## config.mk

```make
export PLATFORM = sky130hd
export DESIGN_NAME = dlf_gain_scheduler
export DESIGN_NICKNAME = d
export VERILOG_FILES = /design/src/rtl/dlf_gain_scheduler.sv
export SDC_FILE = /design/constraint.sdc
export NUM_CORES = 1
export LEC_CHECK = 0
export CORE_ASPECT_RATIO = 0.9
export CORE_MARGIN = 5
export CORE_UTILIZATION = 35
export CTS_CLUSTER_DIAMETER = 200
export CTS_CLUSTER_SIZE = 24
export DETAILED_ROUTE_END_ITERATION = 7
export PLACE_DENSITY = 0.61
export SLEW_MARGIN = 10
export SYNTH_ARGS = -nofsm -noshare
export SYNTH_HDL_FRONTEND = slang
export SYNTH_SLANG_ARGS = --single-unit
```

## constraint.sdc

```tcl
create_clock -name clk -period 3.8 [get_ports clk]
set_clock_uncertainty 0.2 [all_clocks]
set_input_delay 0.38 -clock clk [delete_from_list [all_inputs] [get_ports clk]]
set_output_delay 0.38 -clock clk [all_outputs]
set_load 0.01 [all_outputs]
```

## src/rtl/dlf_gain_scheduler.sv

```systemverilog
// Digital loop filter gain scheduler: integrates bang-bang PD samples per window and issues one
// valid/ready gain update per window. Optional holdover state enabled by DLF_SCHED_HOLDOVER_EN.
module dlf_gain_scheduler #(
    parameter int DATA_W     = 8,
    parameter int WIN_LEN    = 8,
    parameter int ACQ_SHIFT  = 4,
    parameter int TRK_SHIFT  = 1,
    parameter int LOCK_THR   = 1,
    parameter int LOCK_WINS  = 2,
    parameter int UNLOCK_THR = 4
`ifdef DLF_SCHED_HOLDOVER_EN
    ,
    parameter int HOLD_TMO   = 64
`endif
) (
    input  logic              clk,
    input  logic              rst,
    input  logic              enable,
    input  logic              pd_valid,
    input  logic              pd_lead,
    output logic              dlf_upd,
    output logic              dlf_lead,
    output logic [DATA_W-1:0] dlf_gain,
    input  logic              dlf_rdy,
    output logic [1:0]        state,
    output logic              locked,
    output logic              overrun
);

    localparam int SCNT_W = $clog2(WIN_LEN);
    localparam int LCNT_W = SCNT_W + 1;
    localparam int NET_W  = LCNT_W + 2;
    localparam int QCNT_W = $clog2(LOCK_WINS + 1);
    localparam logic [31:0] GAIN_MAX = (32'd1 << DATA_W) - 32'd1;

    typedef enum logic [1:0] {
        ST_IDLE  = 2'd0,
        ST_ACQ   = 2'd1,
        ST_TRACK = 2'd2,
        ST_HOLD  = 2'd3
    } state_e;

    state_e              state_q, state_d;
    logic [SCNT_W-1:0]   sample_cnt_q, sample_cnt_d;
    logic [LCNT_W-1:0]   lead_cnt_q, lead_cnt_d;
    logic [QCNT_W-1:0]   quiet_q, quiet_d;
    logic                dlf_upd_q, dlf_upd_d;
    logic                dlf_lead_q, dlf_lead_d;
    logic [DATA_W-1:0]   dlf_gain_q, dlf_gain_d;
    logic                overrun_q, overrun_d;

    logic                accept;
    logic                win_close;
    logic [LCNT_W-1:0]   leads_total;
    logic signed [NET_W-1:0] net;
    logic [NET_W-1:0]    net_mag;
    logic                quiet_win;
    logic                loud_win;
    logic [QCNT_W-1:0]   quiet_inc;
    logic                lock_hit;
    logic                load;
    logic [31:0]         gain_wide;
    logic [DATA_W-1:0]   gain_sat;
    logic                hold_hit;

    // Window result is formed combinationally so it is acted on at the closing edge itself.
    always_comb begin
        accept      = enable && (state_q != ST_IDLE) && pd_valid;
        win_close   = accept && (sample_cnt_q == SCNT_W'(WIN_LEN - 1));
        leads_total = lead_cnt_q + LCNT_W'(pd_lead);
        net         = $signed({1'b0, leads_total, 1'b0}) - NET_W'(WIN_LEN);
        net_mag     = net[NET_W-1] ? $unsigned(-net) : $unsigned(net);
        quiet_win   = (net_mag <= NET_W'(LOCK_THR));
        loud_win    = (net_mag > NET_W'(UNLOCK_THR));
        quiet_inc   = quiet_win ? (quiet_q + 1'b1) : '0;
        lock_hit    = (quiet_inc == QCNT_W'(LOCK_WINS));
    end

`ifdef DLF_SCHED_HOLDOVER_EN
    localparam int ICNT_W = $clog2(HOLD_TMO + 1);

    logic [ICNT_W-1:0] idle_cnt_q, idle_cnt_d;

    always_comb begin
        hold_hit   = enable && (state_q == ST_TRACK) && !pd_valid
                     && (idle_cnt_q == ICNT_W'(HOLD_TMO - 1));
        idle_cnt_d = '0;
        if (enable && (state_q == ST_TRACK) && !pd_valid && !hold_hit) begin
            idle_cnt_d = idle_cnt_q + 1'b1;
        end
    end

    always_ff @(posedge clk) begin
        if (rst) begin
            idle_cnt_q <= '0;
        end else begin
            idle_cnt_q <= idle_cnt_d;
        end
    end
`else
    assign hold_hit = 1'b0;
`endif

    always_ff @(posedge clk) begin
        if (rst) begin
            state_q <= ST_IDLE;
            quiet_q <= '0;
        end else begin
            state_q <= state_d;
            quiet_q <= quiet_d;
        end
    end

    // A sample arriving in HOLD resumes TRACK and is judged as a TRACK sample if it closes a window.
    always_comb begin
        state_d = state_q;
        quiet_d = quiet_q;
        if (!enable) begin
            state_d = ST_IDLE;
            quiet_d = '0;
        end else begin
            case (state_q)
                ST_IDLE: begin
                    state_d = ST_ACQ;
                    quiet_d = '0;
                end
                ST_ACQ: begin
                    if (win_close) begin
                        if (lock_hit) begin
                            state_d = ST_TRACK;
                            quiet_d = '0;
                        end else begin
                            quiet_d = quiet_inc;
                        end
                    end
                end
                ST_TRACK: begin
                    if (win_close && loud_win) begin
                        state_d = ST_ACQ;
                    end else if (hold_hit) begin
                        state_d = ST_HOLD;
                    end
                end
                ST_HOLD: begin
                    if (pd_valid) begin
                        state_d = (win_close && loud_win) ? ST_ACQ : ST_TRACK;
                    end
                end
                default: state_d = ST_IDLE;
            endcase
        end
    end

    always_comb begin
        state  = state_q;
        locked = (state_q == ST_TRACK) || (state_q == ST_HOLD);
    end

    // Gain uses the shift of the state being entered, so a TRACK->ACQ unlock gets acquisition gain.
    always_comb begin
        load      = win_close && (net != '0);
        gain_wide = (state_d == ST_ACQ) ? (32'(net_mag) << ACQ_SHIFT)
                                        : (32'(net_mag) << TRK_SHIFT);
        gain_sat  = (gain_wide > GAIN_MAX) ? GAIN_MAX[DATA_W-1:0] : gain_wide[DATA_W-1:0];

        sample_cnt_d = sample_cnt_q;
        lead_cnt_d   = lead_cnt_q;
        dlf_upd_d    = dlf_upd_q;
        dlf_lead_d   = dlf_lead_q;
        dlf_gain_d   = dlf_gain_q;
        overrun_d    = overrun_q;

        if (!enable) begin
            sample_cnt_d = '0;
            lead_cnt_d   = '0;
            dlf_upd_d    = 1'b0;
            dlf_lead_d   = 1'b0;
            dlf_gain_d   = '0;
            overrun_d    = 1'b0;
        end else begin
            if (win_close) begin
                sample_cnt_d = '0;
                lead_cnt_d   = '0;
            end else if (accept) begin
                sample_cnt_d = sample_cnt_q + 1'b1;
                lead_cnt_d   = leads_total;
            end

            if (load) begin
                dlf_upd_d  = 1'b1;
                dlf_lead_d = !net[NET_W-1];
                dlf_gain_d = gain_sat;
                if (dlf_upd_q && !dlf_rdy) begin
                    overrun_d = 1'b1;
                end
            end else if (dlf_upd_q && dlf_rdy) begin
                dlf_upd_d = 1'b0;
            end
        end
    end

    always_ff @(posedge clk) begin
        if (rst) begin
            sample_cnt_q <= '0;
            lead_cnt_q   <= '0;
            dlf_upd_q    <= 1'b0;
            dlf_lead_q   <= 1'b0;
            dlf_gain_q   <= '0;
            overrun_q    <= 1'b0;
        end else begin
            sample_cnt_q <= sample_cnt_d;
            lead_cnt_q   <= lead_cnt_d;
            dlf_upd_q    <= dlf_upd_d;
            dlf_lead_q   <= dlf_lead_d;
            dlf_gain_q   <= dlf_gain_d;
            overrun_q    <= overrun_d;
        end
    end

    always_comb begin
        dlf_upd  = dlf_upd_q;
        dlf_lead = dlf_lead_q;
        dlf_gain = dlf_gain_q;
        overrun  = overrun_q;
    end

endmodule
```

==> results of run 1 <==
critical path: cells and delay by family:
| family | cells | cell delay (ps) |
|---|---|---|
| compound gates | 5 | 1390 |
| fa+ha+maj | 3 | 920 |
| buf+inv | 2 | 480 |
cell usage after synthesis, types with 2 or more instances:
master    number
buf_6          2
dfxtp_1       21
nor3b_1        3
nand3b_1       2
nor3_1         5
clkbuf_1       4
nand2b_1       3
and2_1         3
buf_4          3
a31oi_1        2
o21a_1         2
ha_1           5
a21oi_1       19
or3_1          2
o211ai_1       3
nor2_1        13
a211o_1        2
o311ai_1       2
nand2_1       11
nand3_1        5
nor2b_1        6
inv_1          6
o21ai_0        2
power by group through the flow:
stage	registers (mW)	logic, mW	clock network [mW]
5_1_grt	0.222	0.0294	0.164
3_5_place_dp	0.227	0.0267	0
4_1_cts	0.222	0.0269	0.152
3_3_place_gp	0.227	0.0262	0
6_report	0.222	0.0270	0.147
2_1_floorplan	0.227	0.0153	0
cell families after synthesis:
family	count (synthesis)	synth area share
AO/OA/AOI/OAI	46	0.261
adder cells (fa/ha/maj)	5	0.0522
buffers and inverters	16	0.0720
flip-flops	21	0.351
AND/OR/NAND/NOR	57	0.264
through the flow:
stage	utilization	hold WS [ps]	cells
floorplan	-	212	145
global placement	0.417	241	199
detailed placement	0.417	245	199
CTS	0.431	260	203
global route	0.431	285	203
finish	0.431	258	203
routing by layer:
| layer | global-route usage | share of wire | vias up |
|---|---|---|---|
| met5 | 0 | 0 | - |
| met4 | 0.0563 | 0.020 | 0 |
| met3 | 0.0138 | 0.025 | 5 |
| met2 | 0.212 | 0.50 | 20 |
| met1 | 0.156 | 0.46 | 519 |
| li1 | - | - | 554 |
registers in the layout (all words and copies together), names as in the netlist:
signal        count
dlf_gain          7
dlf_lead          1
dlf_upd           1
lead_cnt_q        4
overrun           1
quiet_q           2
sample_cnt_q      3
state             2
path summary, 6_finish.rpt:
check                start     endpoint  slack (ps)
min             quiet_q[1]   quiet_q[1]         260
max reg2reg  lead_cnt_q[0]  dlf_gain[6]         830
max                pd_lead  dlf_gain[6]         590
min reg2reg     quiet_q[1]   quiet_q[1]         260
cell type report:
type | count | area share
clock buffer | 3 | 0.0288
clock inverter | 1 | 0.00349
inverter | 6 | 0.0157
multi-input combinational | 108 | 0.483
sequential | 21 | 0.293
tap | 44 | 0.0384
timing repair buffer | 20 | 0.138
==> results.sh, run 1 <==
export IMPL_synth_top_area_cell="dfxtp_1"
export IMPL_mostFrequentLayoutCell="dfxtp_1"
export IMPL_hp_class="reg -> reg"
export IMPL_switching_share=0.228
export IMPL_grt_pass1_wl_mm=4.67
export IMPL_netlist_area_leader_share=0.351
export IMPL_final_cell_area_sq_um=1430
export IMPL_multi_input_area_sq_um=692
export IMPL_htreeDepth=1
export IMPL_slowest_delay_ps=490
export IMPL_holdBufCountCts=0
export IMPL_place_congestion=0.776
export IMPL_layout_nets=171
export IMPL_comb_power_share=0.068
export IMPL_min_period_ps=3210
export IMPL_cp_start_kind="input port"
export IMPL_ys_ff_latch=21
export IMPL_ys_types=42
export IMPL_clock_path_buffers=2
export IMPL_cts_buffers=3
export IMPL_synth_ff_type="dfxtp_1"
export IMPL_yosysSeqAreaShare=0.351
export IMPL_post_cts_setup_buffers=0
export IMPL_wl_per_cell_um=13.6
export IMPL_ctsRootBufferMaster="clkbuf_8"
export IMPL_crit_type="in -> reg"
export IMPL_critPathMaxFanout=5
export IMPL_grt_setup_unrepaired="false"
export IMPL_synthArstFlopShare=0
export IMPL_yosys_warnings=0
export IMPL_wl_mm=2.76
export IMPL_power_uw=396
export IMPL_final_layout_size_suffix_gt1_frac=0.0692
export IMPL_grt_usage=0.124
export IMPL_final_setup_tns_ps=0
export IMPL_port_buffers=19
export IMPL_finalWorstSetupSlack_ps=594
export IMPL_grt_pass1_vias=1010
export IMPL_p_leak_nw=0.465
export IMPL_slew_viol_final=0
export IMPL_core_sq_um=3330
export IMPL_nFillCells=336
export IMPL_p_per_area_nw_per_um2=276
export IMPL_pwr_share_clk=0.372
export IMPL_area_delta_synth_final_pct=19.6
export IMPL_cp_end_kind="flop"
export IMPL_ant_nets=0
export IMPL_rows=20
export IMPL_start_util=0.360
export IMPL_dr_first_iter_drc_count=97
export IMPL_crit_slowest_cell="a2111o_1"
export IMPL_whs_path_depth=2
export IMPL_syn_instance_count=145
export IMPL_internal_power_uw=306
export IMPL_reg2regPathDepth=9
export IMPL_dr_pass1_iters=4
export IMPL_place_area_sq_um=1390
export IMPL_regArea_sq_um=420
export IMPL_diodes=0
export IMPL_cts_tree="done"
export IMPL_synth_top_cells_by_area="dfxtp_1 35%, a21oi_1 7.9%, ha_1 5.2%"
export IMPL_cts_sinks=21
export IMPL_layout_common_cells="21 x dfxtp_1, 19 x a21oi_1, 19 x clkdlybuf4s50_1, 13 x nor2_1, 11 x nand2_1"
export IMPL_worstSkewPairLatency_ps=260
export IMPL_synth_enable_flop_cells=0
export IMPL_synth_avg_cell_area_sq_um=8.27
export IMPL_synth_nets=156
export IMPL_antenna_found_initial=0
export IMPL_overflow=0
export IMPL_cts_resized=0
export IMPL_slew_headroom=0.413
export IMPL_maxCapViolCount=0
export IMPL_tightest_slew_ps=877
export IMPL_drc=0
export IMPL_ir_drop_v=0.000167
export IMPL_crit_required_ps=3760
export IMPL_die_height_um=65.5
export IMPL_floorplan_die_area_sq_um=4700
export IMPL_fin_crit_sh=0.844
export IMPL_syn_area_sq_um=1200
export IMPL_hold_violations=0
export IMPL_cp_arrival_ps=3170
export IMPL_dpl_hpwl_mm=2.06
export IMPL_vias=1098
export IMPL_p_sw_uw=90.3
export IMPL_crit_top_cell="ha_1"
export IMPL_grt_max_degree=19
export IMPL_fmax_ghz=0.312
export IMPL_clk_pin_slew_ps=80
export IMPL_die_w_um=71.7
export IMPL_seq_power_share=0.560
export IMPL_avgViaCountPerCell=5.41
export IMPL_cp_cell_sequence="clkdlybuf4s50_1 -> ha_1 -> ha_1 -> inv_1 -> ha_1 -> o31ai_1 -> o311ai_1 -> a2111o_1 -> a21o_1 -> a32o_1"
export IMPL_num_io_pins=20
export IMPL_status="completed"
export IMPL_preCtsSetupSlack_ps=353
export IMPL_setup_violations=0
Note: power is estimated with default switching activity, not from simulation.
==> inputs of run 2 (changes only) <==
- clock period: 3.8 -> 3.2 ns (I/O delays scaled with it)
==> run 2 against run 1 <==
Compared with the run above: flip-flop and latch count unchanged; register-to-register slack lost 410 ps; routed wire length shrank 0.91%; via count is 1.6% higher; clock power is 18% higher; non-clock buffer count is 10 higher; clock-buffer cell count did not move; first-iteration DRC count is 1.0% lower; critical path depth rose by 1; largest power group unchanged; die area unchanged.
==> results.sh, run 2 (synthesized netlist as in run 1, its figures left out) <==
export IMPL_final_instance_count_excl_fill=213
export IMPL_crit_required_ps=3160
export IMPL_layout_nets=181
export IMPL_fin_crit_sh=0.920
export IMPL_p_leak_nw=0.513
export IMPL_largest_register_ffs=7
export IMPL_comb_power_share=0.075
export IMPL_nFillCells=319
export IMPL_dr_first_iter_drc_count=96
export IMPL_cp_top_family="compound AO/OA/AOI/OAI gates"
export IMPL_grt_setup_unrepaired="false"
export IMPL_grt_max_degree=18
export IMPL_wl_mm=2.73
export IMPL_layout_common_cells="21 x dfxtp_1, 19 x a21oi_1, 19 x clkdlybuf4s50_1, 13 x nor2_1"
export IMPL_avgViaCountPerCell=5.24
export IMPL_cts_resized=0
export IMPL_status="completed"
export IMPL_crit_top_cell="ha_1"
export IMPL_wl_per_cell_um=12.8
export IMPL_num_io_pins=20
export IMPL_die_w_um=71.7
export IMPL_ant_nets=0
export IMPL_place_congestion=0.804
export IMPL_maxCapViolCount=0
export IMPL_p_per_area_nw_per_um2=313
export IMPL_cp_end_kind="flop"
export IMPL_grt_pass1_wl_mm=4.62
export IMPL_internal_power_uw=366
export IMPL_diodes=0
export IMPL_overflow=0
export IMPL_slew_viol_final=0
export IMPL_drc=0
export IMPL_seq_power_share=0.556
export IMPL_min_period_ps=2940
export IMPL_clk_pin_slew_ps=80
export IMPL_final_layout_size_suffix_gt1_frac=0.124
export IMPL_worstSkewPairLatency_ps=260
export IMPL_grt_usage=0.123
export IMPL_hp_class="reg -> reg"
export IMPL_switching_share=0.227
export IMPL_final_util=0.453
export IMPL_tightest_slew_ps=866
export IMPL_antenna_found_initial=0
export IMPL_ctsRootBufferMaster="clkbuf_8"
export IMPL_vias=1116
export IMPL_cts_sinks=21
export IMPL_cp_cell_sequence="clkdlybuf4s50_1 -> ha_1 -> ha_1 -> inv_1 -> ha_1 -> nor3_2 -> a21oi_1 -> o22a_1 -> a2111o_1 -> a21o_1 -> a32o_1"
export IMPL_cts_buffers=3
export IMPL_mostFrequentLayoutCell="dfxtp_1"
export IMPL_regArea_sq_um=420
export IMPL_multi_input_area_sq_um=692
export IMPL_die_height_um=65.5
export IMPL_holdBufCountCts=0
export IMPL_setup_violations=0
export IMPL_start_util=0.360
export IMPL_core_sq_um=3330
export IMPL_holdWs_ps=255
export IMPL_dp_cells=209
export IMPL_cp_arrival_ps=2910
export IMPL_grt_pass1_vias=1041
export IMPL_rows=20
export IMPL_cts_tree="done"
export IMPL_port_buffers=19
export IMPL_fmax_ghz=0.340
export IMPL_area_delta_synth_final_pct=25.9
export IMPL_dpl_hpwl_mm=2.08
export IMPL_pwr_share_clk=0.368
export IMPL_cp_start_kind="input port"
export IMPL_worst_path_buf_inv=2
export IMPL_dr_pass1_iters=4
export IMPL_crit_slowest_cell="a2111o_1"
export IMPL_ir_drop_v=0.000195
export IMPL_floorplan_die_area_sq_um=4700
export IMPL_hold_violations=0
export IMPL_post_cts_setup_buffers=0
export IMPL_clock_path_buffers=2
export IMPL_htreeDepth=1
export IMPL_crit_type="in -> reg"
export IMPL_slowest_delay_ps=480
export IMPL_p_sw_uw=107
export IMPL_critPathMaxFanout=4
export IMPL_slew_headroom=0.420
## run 2: cell count changes in the layout (fill, tap and decap cells not counted), sizes merged
cell and change:
buf +10
## run 2: path summary, 6_finish.rpt
check | from | slack, ps | end | cells past startpoint
worst max-delay path | pd_lead | 260 | dlf_gain[6] | 11
worst min-delay path | quiet_q[1] | 260 | quiet_q[1] | 2
worst max register to register | lead_cnt_q[0] | 420 | dlf_gain[6] | 10
worst min register to register | quiet_q[1] | 260 | quiet_q[1] | 2
## run 2: power by group through the flow
| stage | Clock (mW) | Combinational [mW] | Sequential, mW |
|---|---|---|---|
| after global routing | 0.195 | 0.0388 | 0.263 |
| after detailed placement | 0 | 0.0353 | 0.269 |
| final | 0.174 | 0.0357 | 0.263 |
| after global placement | 0 | 0.0347 | 0.269 |
| after CTS | 0.184 | 0.0355 | 0.263 |
| after floorplan | 0 | 0.0181 | 0.269 |
## run 2: metrics by stage
stage	cell area [sq um]	TNS, ps	power [mW]	setup slack, ps
final	1510	0	0.473	255
after global routing	1510	0	0.497	138
after CTS	1510	0	0.483	284
after detailed placement	1460	-2.48	0.305	-2.48
after global placement	1460	0	0.304	66.2
after floorplan	1200	0	0.288	436
## run 2: layout make-up
cell class,instances,area share
inverter,6,0.0149
clock buffer,3,0.0274
multi-input combinational,108,0.459
timing repair buffer,30,0.181
sequential,21,0.279
tap,44,0.0365
clock inverter,1,0.00332
## run 2: worst min-delay path, stage by stage (launching register included)
cell     delay [ps]
dfxtp_1         330
nand2_1          50
a21oi_1          30
## run 2: routing by layer
metal | vias up | global-route usage | part of all wire
met5 | - | 0 | 0
met4 | 0 | 0.0563 | 0.018
met3 | 4 | 0.0138 | 0.032
met2 | 24 | 0.211 | 0.49
met1 | 519 | 0.154 | 0.46
li1 | 569 | - | -
==> inputs of run 3 (changes only) <==
- ABC_AREA: unset -> 1
- PLACE_DENSITY: 0.61 -> 0.62
==> run 3 against run 2 <==
Compared with the run above: synthesized area decreased by 12%; flip-flop and latch count stayed put; worst hold slack better by 9.4 ps; critical path depth is 1 higher; fmax grew 23%; die area shrank 9.9%; clock-buffer cell count stayed put; sequential share of layout area is 4.2 points higher; total power is 11% lower; routed wire length decreased by 22%; clock power shrank 28%; largest cell class unchanged; highest routed layer unchanged.
==> results.sh, run 3 <==
export IMPL_r2r_slack_ps=930
export IMPL_status="completed"
export IMPL_hold_violations=0
export IMPL_grt_setup_unrepaired="false"
export IMPL_core_sq_um=2970
export IMPL_ys_types=28
export IMPL_ctsRootBufferMaster="clkbuf_4"
export IMPL_synth_ff_type="dfxtp_1"
export IMPL_p_sw_uw=99.1
export IMPL_cts_resized=0
export IMPL_final_setup_tns_ps=0
export IMPL_crit_type="in -> reg"
export IMPL_hp_class="reg -> reg"
export IMPL_switching_share=0.235
export IMPL_dpl_hpwl_mm=1.70
export IMPL_ir_drop_v=0.000190
export IMPL_htreeDepth=1
export IMPL_setup_violations=0
export IMPL_floorplan_die_area_sq_um=4230
export IMPL_fin_crit_sh=0.748
export IMPL_cp_end_kind="flop"
export IMPL_syn_area_sq_um=1060
export IMPL_crit_slowest_cell="clkdlybuf4s50_1"
export IMPL_rows=19
export IMPL_regArea_sq_um=420
export IMPL_reg2regPathDepth=11
export IMPL_antenna_found_initial=0
export IMPL_worstSkewPairLatency_ps=300
export IMPL_ant_nets=0
export IMPL_cp_arrival_ps=2430
export IMPL_slew_headroom=0.722
export IMPL_area_delta_synth_final_pct=23.6
export IMPL_post_cts_setup_buffers=0
export IMPL_p_leak_nw=0.497
export IMPL_tightest_slew_ps=415
export IMPL_global_route_usage_met3=0.0180
export IMPL_grt_max_degree=13
export IMPL_grt_pass1_wl_mm=3.68
export IMPL_synth_top_cells_by_area="dfxtp_1 40%, nand2_1 11%, a21oi_1 7.6%"
export IMPL_maxCapViolCount=0
export IMPL_synth_nets=151
export IMPL_netlist_area_leader_share=0.397
export IMPL_die_height_um=62.2
export IMPL_worst_path_buf_inv=2
export IMPL_crit_top_cell="nor2_1"
export IMPL_layout_common_cells="32 x nand2_1, 21 x dfxtp_1, 19 x clkdlybuf4s50_1, 17 x nor2_1"
export IMPL_largest_register_ffs=7
export IMPL_clock_path_buffers=2
export IMPL_final_layout_size_suffix_gt1_frac=0.113
export IMPL_synth_top_area_cell="dfxtp_1"
export IMPL_clk_pin_slew_ps=120
export IMPL_syn_instance_count=140
export IMPL_port_buffers=19
export IMPL_met1_usage=0.138
export IMPL_avgViaCountPerCell=4.55
export IMPL_die_w_um=68
export IMPL_num_io_pins=20
export IMPL_synth_avg_cell_area_sq_um=7.57
export IMPL_critPathMaxFanout=12
export IMPL_wl_mm=2.13
export IMPL_vias=919
export IMPL_cts_tree="done"
export IMPL_grt_most_used_layer="met2"
export IMPL_cts_sinks=21
export IMPL_min_period_ps=2390
export IMPL_cts_buffers=3
export IMPL_synth_enable_flop_cells=0
export IMPL_comb_power_share=0.075
export IMPL_start_util=0.357
export IMPL_cp_cell_sequence="clkdlybuf4s50_1 -> ha_1 -> ha_1 -> inv_1 -> ha_1 -> nand3_1 -> nand2_1 -> a21oi_1 -> nor2_1 -> nor2_1 -> nor2_1 -> nor2_1"
export IMPL_grt_usage=0.110
export IMPL_multi_input_area_sq_um=552
export IMPL_nFillCells=332
export IMPL_dr_pass1_iters=4
export IMPL_crit_required_ps=3240
export IMPL_final_util=0.441
export IMPL_ys_ff_latch=21
export IMPL_p_per_area_nw_per_um2=321
export IMPL_wl_per_cell_um=10.5
export IMPL_cp_start_kind="input port"
export IMPL_drc=0
export IMPL_yosysSeqAreaShare=0.397
export IMPL_whs_path_depth=2
export IMPL_internal_power_uw=322
export IMPL_synthArstFlopShare=0
export IMPL_overflow=0
export IMPL_slew_viol_final=0
export IMPL_place_congestion=0.828
export IMPL_holdBufCountCts=0
export IMPL_yosysMostFrequentCell="nand2_1"
export IMPL_diodes=0
export IMPL_cp_top_family="adder cells"
export IMPL_grt_pass1_vias=869
export IMPL_seq_power_share=0.625
export IMPL_fmax_ghz=0.418
export IMPL_synth_commonest_cells="32 x nand2_1, 21 x dfxtp_1, 17 x nor2_1, 16 x a21oi_1, 16 x inv_1"
export IMPL_mostFrequentLayoutCell="nand2_1"
export IMPL_grt_use_met2=0.172
export IMPL_slowest_delay_ps=410
export IMPL_pwr_share_clk=0.300
export IMPL_cp_num_cells=12
export IMPL_layout_nets=172
export IMPL_dr_first_iter_drc_count=28
export IMPL_yosys_warnings=0
-- run 3: changes by cell type after synthesis, moves of 4 or more --
cell,change
inv_1,+10
clkbuf_1,-4
nor2b_1,-6
nor2_1,+4
nand2_1,+21
nor3_1,-5
-- run 3: worst register-to-register path: cells and delay by family (launching register included) --
family,cells,cell delay (ps)
compound gates,1,260
fa+ha+maj,3,770
buf+inv,1,50
flops,1,330
simple gates,6,610
-- run 3: path summary, 6_finish.rpt --
kind	from	to
setup / recovery	pd_lead	dlf_gain[6]
hold / removal	quiet_q[1]	quiet_q[1]
setup reg to reg	lead_cnt_q[0]	dlf_gain[6]
hold reg to reg	quiet_q[1]	quiet_q[1]
-- run 3: area by class of cell --
class	count	share of cell area
flip-flops and latches	21	0.321
inverters	18	0.0516
repair buffers	19	0.145
clock buffers	3	0.0172
well taps	42	0.0401
clock inverters	1	0.00382
multi-input cells	98	0.421
-- run 3: per-layer routing --
metal	up-vias	part of all wire
li1	488	-
met1	409	0.46
met2	18	0.48
met3	4	0.037
met4	0	0.018
met5	-	0
-- run 3: stage by stage --
step	hold WS [ps]	std cells	worst slack, ps	power [mW]	instance area [sq um]
after CTS	266	202	801	0.429	1310
after floorplan	192	140	1100	0.287	1060
after detailed placement	248	198	473	0.301	1280
after global placement	245	198	539	0.300	1280
after global routing	279	202	639	0.442	1310
final	265	202	807	0.421	1310
-- run 3: cells by family after synthesis --
| family | count (synthesis) | share of synthesized area |
|---|---|---|
| buffers and inverters | 21 | 0.0826 |
| and+or+nand+nor | 69 | 0.331 |
| DFF | 21 | 0.397 |
| adders and majority gates | 5 | 0.0590 |
| xor gates and xnor gates | 1 | 0.00827 |
| AOI/OAI and AO/OA | 23 | 0.123 |
-- run 3: power by group through the flow --
| stage | sequential, mW | combinational [mW] | clock [mW] |
|---|---|---|---|
| finish | 0.263 | 0.0316 | 0.126 |
| global route | 0.263 | 0.0352 | 0.144 |
| global placement | 0.269 | 0.0313 | 0 |
| CTS | 0.263 | 0.0319 | 0.134 |
| detailed placement | 0.269 | 0.0318 | 0 |
| floorplan | 0.269 | 0.0178 | 0 |
